===== src/rtl/ring_osc_pkg.sv =====
// Shared types and default sizing for the ring oscillator measurement controller.
package ring_osc_pkg;

    typedef enum logic [1:0] {
        IDLE   = 2'd0,
        SETTLE = 2'd1,
        GATE   = 2'd2,
        DONE   = 2'd3
    } meas_state_t;

    localparam int RO_SETTLE_CYCLES = 4;
    localparam int RO_GATE_CYCLES   = 256;
    localparam int RO_CNT_W         = 12;

endpackage


===== src/rtl/ring_osc_meas_ctrl_edge_sync.sv =====
// Two-flop synchronizer for the free-running oscillator plus a third flop for rising-edge detect.
module edge_sync (
    input  logic clk,
    input  logic rst,
    input  logic async_in,
    output logic rise
);

    logic s1_q;
    logic s2_q;
    logic s3_q;

    // All three flops clear together so no spurious edge is reported after reset.
    always_ff @(posedge clk or posedge rst) begin
        if (rst) begin
            s1_q <= 1'b0;
            s2_q <= 1'b0;
            s3_q <= 1'b0;
        end else begin
            s1_q <= async_in;
            s2_q <= s1_q;
            s3_q <= s2_q;
        end
    end

    assign rise = s2_q & ~s3_q;

endmodule


===== src/rtl/ring_osc_meas_ctrl.sv =====
// Sequences one ring-oscillator frequency measurement: enable, settle, count edges over a gate window, report.
module ring_osc_meas_ctrl
    import ring_osc_pkg::*;
#(
    parameter int SETTLE_CYCLES = RO_SETTLE_CYCLES,
    parameter int GATE_CYCLES   = RO_GATE_CYCLES,
    parameter int CNT_W         = RO_CNT_W
) (
    input  logic             clk,
    input  logic             rst,
    input  logic             start,
    input  logic             abort,
    input  logic             osc_in,
    output logic             ring_en,
    output logic             busy,
    output logic             done,
    output logic [CNT_W-1:0] count,
    output logic             ovf,
    output logic [1:0]       dbg_state
);

    localparam int TMR_MAX = (SETTLE_CYCLES > GATE_CYCLES) ? SETTLE_CYCLES : GATE_CYCLES;
    localparam int TMR_W   = $clog2(TMR_MAX + 1);

    localparam logic [TMR_W-1:0] SETTLE_LOAD = TMR_W'(SETTLE_CYCLES - 1);
    localparam logic [TMR_W-1:0] GATE_LOAD   = TMR_W'(GATE_CYCLES - 1);
    localparam logic [CNT_W-1:0] ACC_MAX     = '1;

    meas_state_t      state_q,   state_d;
    logic [TMR_W-1:0] timer_q,   timer_d;
    logic [CNT_W-1:0] acc_q,     acc_d;
    logic             ovf_acc_q, ovf_acc_d;
    logic [CNT_W-1:0] count_q,   count_d;
    logic             ovf_q,     ovf_d;
    logic             ring_en_q, ring_en_d;
    logic             done_q,    done_d;
    logic             rise;

    edge_sync u_edge_sync (
        .clk      (clk),
        .rst      (rst),
        .async_in (osc_in),
        .rise     (rise)
    );

    // Handshake: start is a request sampled only in IDLE (no queueing while busy);
    // done is a single-cycle strobe and count/ovf are valid from that cycle until the next done.
    always_comb begin
        state_d   = state_q;
        timer_d   = timer_q;
        acc_d     = acc_q;
        ovf_acc_d = ovf_acc_q;
        count_d   = count_q;
        ovf_d     = ovf_q;
        done_d    = 1'b0;

        case (state_q)
            IDLE: begin
                acc_d     = '0;
                ovf_acc_d = 1'b0;
                if (start && !abort) begin
                    state_d = SETTLE;
                    timer_d = SETTLE_LOAD;
                end
            end
            SETTLE: begin
                if (abort) begin
                    state_d = IDLE;
                end else if (timer_q == '0) begin
                    state_d = GATE;
                    timer_d = GATE_LOAD;
                end else begin
                    timer_d = timer_q - 1'b1;
                end
            end
            GATE: begin
                if (abort) begin
                    state_d = IDLE;
                end else begin
                    if (rise) begin
                        if (acc_q == ACC_MAX) ovf_acc_d = 1'b1;
                        else                  acc_d     = acc_q + 1'b1;
                    end
                    // Publish on the way into DONE so the result lines up with the done strobe.
                    if (timer_q == '0) begin
                        state_d = DONE;
                        count_d = acc_d;
                        ovf_d   = ovf_acc_d;
                        done_d  = 1'b1;
                    end else begin
                        timer_d = timer_q - 1'b1;
                    end
                end
            end
            DONE: begin
                state_d = IDLE;
            end
            default: begin
                state_d = IDLE;
            end
        endcase

        ring_en_d = (state_d == SETTLE) || (state_d == GATE);
    end

    always_ff @(posedge clk or posedge rst) begin
        if (rst) begin
            state_q   <= IDLE;
            timer_q   <= '0;
            acc_q     <= '0;
            ovf_acc_q <= 1'b0;
            count_q   <= '0;
            ovf_q     <= 1'b0;
            ring_en_q <= 1'b0;
            done_q    <= 1'b0;
        end else begin
            state_q   <= state_d;
            timer_q   <= timer_d;
            acc_q     <= acc_d;
            ovf_acc_q <= ovf_acc_d;
            count_q   <= count_d;
            ovf_q     <= ovf_d;
            ring_en_q <= ring_en_d;
            done_q    <= done_d;
        end
    end

    assign ring_en   = ring_en_q;
    assign busy      = ring_en_q;
    assign done      = done_q;
    assign count     = count_q;
    assign ovf       = ovf_q;
    assign dbg_state = state_q;

endmodule


===== config.mk =====
export PLATFORM = sky130hd
export DESIGN_NAME = ring_osc_meas_ctrl
export DESIGN_NICKNAME = d
export VERILOG_FILES = /design/src/rtl/ring_osc_pkg.sv /design/src/rtl/ring_osc_meas_ctrl_edge_sync.sv /design/src/rtl/ring_osc_meas_ctrl.sv
export SDC_FILE = /design/constraint.sdc
export NUM_CORES = 1
export LEC_CHECK = 0
export BUFFER_PORTS_ARGS = -buffer_cell sky130_fd_sc_hd__buf_2
export CAP_MARGIN = 20
export CORE_MARGIN = 2
export CORE_UTILIZATION = 62
export CTS_BUF_LIST = sky130_fd_sc_hd__clkbuf_4
export DETAILED_ROUTE_END_ITERATION = 8
export PLACE_DENSITY = 0.81
export SLEW_MARGIN = 20
export SYNTH_ARGS = -nofsm -noshare
export SYNTH_HDL_FRONTEND = slang
export SYNTH_SLANG_ARGS = --single-unit

===== constraint.sdc =====
create_clock -name clk -period 3.3 [get_ports clk]
set_input_delay 0.66 -clock clk [delete_from_list [all_inputs] [get_ports clk]]
set_output_delay 0.66 -clock clk [all_outputs]
set_load 0.02 [all_outputs]

==> flow_summary.ini <==
[yosys]
ys_async_sr_fraction = 1.00
ys.flop_type = dfrtp_1
synth_commonest_cells = dfrtp_1, nand2_1, a21oi_1
yosysTopAreaCell = dfrtp_1
netlist_area_sq_mm = 0.00256
synth_cells = 287
yosysMostFrequentCell = dfrtp_1
synth_fp_nets = 299
ys_ff_latch = 42
synth_top_area_frac = 0.410
synth_edf_count = 0
synthTopCellsByArea = dfrtp_1, a21oi_1, nand2_1, o211ai_1, ha_1
syn_avg_cell_area_sq_um = 8.93
yosysSeqAreaShare = 0.410
yosys_warnings = 0
synth.distinct_cells = 59

[grt]
grt_pass1_wl_mm = 9.42
grt_pass1_vias = 2041
antenna_found_initial = 0
grt-ovfl-total = 0
track_usage = 0.265
grt_max_degree = 28

[status]
outcome = completed

[clock_tree]
clk_pin_slew_ns = 0.13
post_cts_buffers = 0
htree_num_levels = 2
clockBufferDepth = 2
cts_resized = 0
root_buffer = clkbuf_4
cts_tree = built
cts-hold-fix-buffers = 0
numClockSinks = 42
insertion_delay_ns = 0.35
numCtsBuffers = 5

[detailed_routing]
avgRoutedWirePerCell_microns = 15.7
post_drt_via_cell_ratio = 6.49
num_vias = 2278
final_antenna_net_count = 0
routed_wl_mm = 5.50
first_pass_iters = 4
drc_errors = 0
drt-initial-drc-count = 203

[sta]
setup_viol_count_final = 0
rsz0062_at_grt = no
worst_pin_slew_ns = 0.858
fin_skew_ns = 0.0187
hold_ws_ns = 0.351
hold_violations = 0
timing.fmax_ghz = 0.389
fin_ws_ns = 0.731
slew_viol_final = 0
fin_crit_sh = 0.778
finalCriticalPeriod_ns = 2.57
setup_tns_ns = 0
relSlewSlack = 0.423

[placement]
port_buffers = 22
gp_congestion = 0.940
dp_hpwl_mm = 3.92
dp_slack_ns = 0.772
dpl_cell_area_sq_mm = 0.00268

[floorplanning]
fp.dieW_microns = 68.3
rows = 23
start_util = 0.641
die_area_sq_mm = 0.00467
die_h_microns = 68.3
core_area_sq_mm = 0.00400
num_io_pins = 23

[worst_setup_path]
crit_fanout = 16
arrival_ns = 2.87
end_kind = register
crit_path_start_kind = register
max_stage_delay_ns = 0.52
crit_chain = inv_1, ha_1, nor2b_1, nand3_1, inv_1, o211ai_1, nand3_1
critPathKind = register to register
slowest_stage = ha_1
worstPathRequired_ns = 3.60

[final_layout]
ff_latch_area_sq_mm = 0.00105
finalInstanceArea_sq_mm = 0.00275
drive_above_1_share = 0.150
fin_nets = 313
nFillCells = 308
n_antenna_cell = 0
syn_to_final_growth_pct = 7.32
multi_input_area_sq_mm = 0.00138

[job]
cap_violations = 0

[pwr]
power.density_mw_per_mm2 = 608
p_leak_nw = 1.23
ir_worst_vdd_mv = 0.569

[worst_hold_path]
hp-class = primary input to asynchronous set/reset pin
[flip-flops by register name, indices dropped and copies added, names as in the netlist]
signal / flops
u_edge_sync.s1_q: 1
ovf_acc_q: 1
count: 12
acc_q: 12
u_edge_sync.s2_q: 1
u_edge_sync.s3_q: 1
dbg_state: 2
busy: 1
timer_q: 9
done: 1
ovf: 1
[worst paths after layout]
check / start / endpoint / slack, ns / depth (start not counted)
max reg2reg: dbg_state[0] / count[0] / 0.73 / 7
min reg2reg: u_edge_sync.s1_q / u_edge_sync.s2_q / 0.37 / 0
min: rst / timer_q[4] / 0.35 / 2
min in group clk: u_edge_sync.s1_q / u_edge_sync.s2_q / 0.37 / 0
max: dbg_state[0] / count[0] / 0.73 / 7
max in group asynchronous: rst / count[9] / 2.32 / 3
[per-stage QoR]
stage | power (mW) | std cells | utilization
final | 1.67 | 351 | 0.688
after global routing | 1.79 | 351 | 0.688
after CTS | 1.67 | 351 | 0.688
after detailed placement | 1.36 | 344 | 0.670
after global placement | 1.35 | 344 | 0.670
after floorplan | 1.20 | 287 | -
[cell usage in the layout, fill, tap and decap left out, types with 4 or more instances in the layout]
cell      count
buf_4         4
a21oi_1      25
and3_1        5
nand2_1      26
nand4_1       5
nor4_1        9
dfrtp_1      42
o211a_1       4
o211ai_1     12
nand3_1      14
ha_1          7
o21ai_0       7
nor3_1        5
nor2_1       19
buf_2        22
nand2b_1      4
clkbuf_4      5
a31oi_1       7
or4_1         7
inv_1        11
o22a_1        4
[final cells by class]
class / instances / share of cell area
clock buffers: 5 / 0.0136
clock inverters: 2 / 0.0123
inverters: 12 / 0.0164
multi-input cells: 214 / 0.502
flip-flops and latches: 42 / 0.382
well taps: 50 / 0.0227
repair buffers: 26 / 0.0509
[cells by family (layout without fill, tap and decap cells)]
kind of cell,after synthesis,after routing,synth area share
simple gates,115,115,0.248
fa+ha+maj,7,7,0.0342
buf+inv,31,45,0.0512
xor+xnor,6,6,0.0205
mux,4,4,0.0166
compound gates,82,82,0.219
flops,42,42,0.410
[report_power, final]
part | total (mW) | internal, mW | switching [mW]
clock network | 0.312 | 0.153 | 0.159
registers | 0.687 | 0.593 | 0.0945
logic | 0.672 | 0.265 | 0.408
total | 1.67 | 1.01 | 0.661
[routing by layer]
| layer | vias to the layer above | track usage | wire (microns) |
|---|---|---|---|
| met5 | - | 0 | 0 |
| met4 | 0 | 0.0500 | 34 |
| met3 | 6 | 0.0641 | 390 |
| met2 | 80 | 0.388 | 2380 |
| met1 | 1084 | 0.399 | 2690 |
| li1 | 1108 | - | - |
[worst max-delay path, delay by kind of cell (launching register included)]
| family | cells | cell delay [ns] |
|---|---|---|
| adder cells (fa/ha/maj) | 1 | 0.52 |
| AND/OR/NAND/NOR | 3 | 0.83 |
| AO/OA/AOI/OAI | 1 | 0.15 |
| buffers and inverters | 2 | 0.58 |
| flip-flops | 1 | 0.45 |
Power figures use the tool's default switching activity.
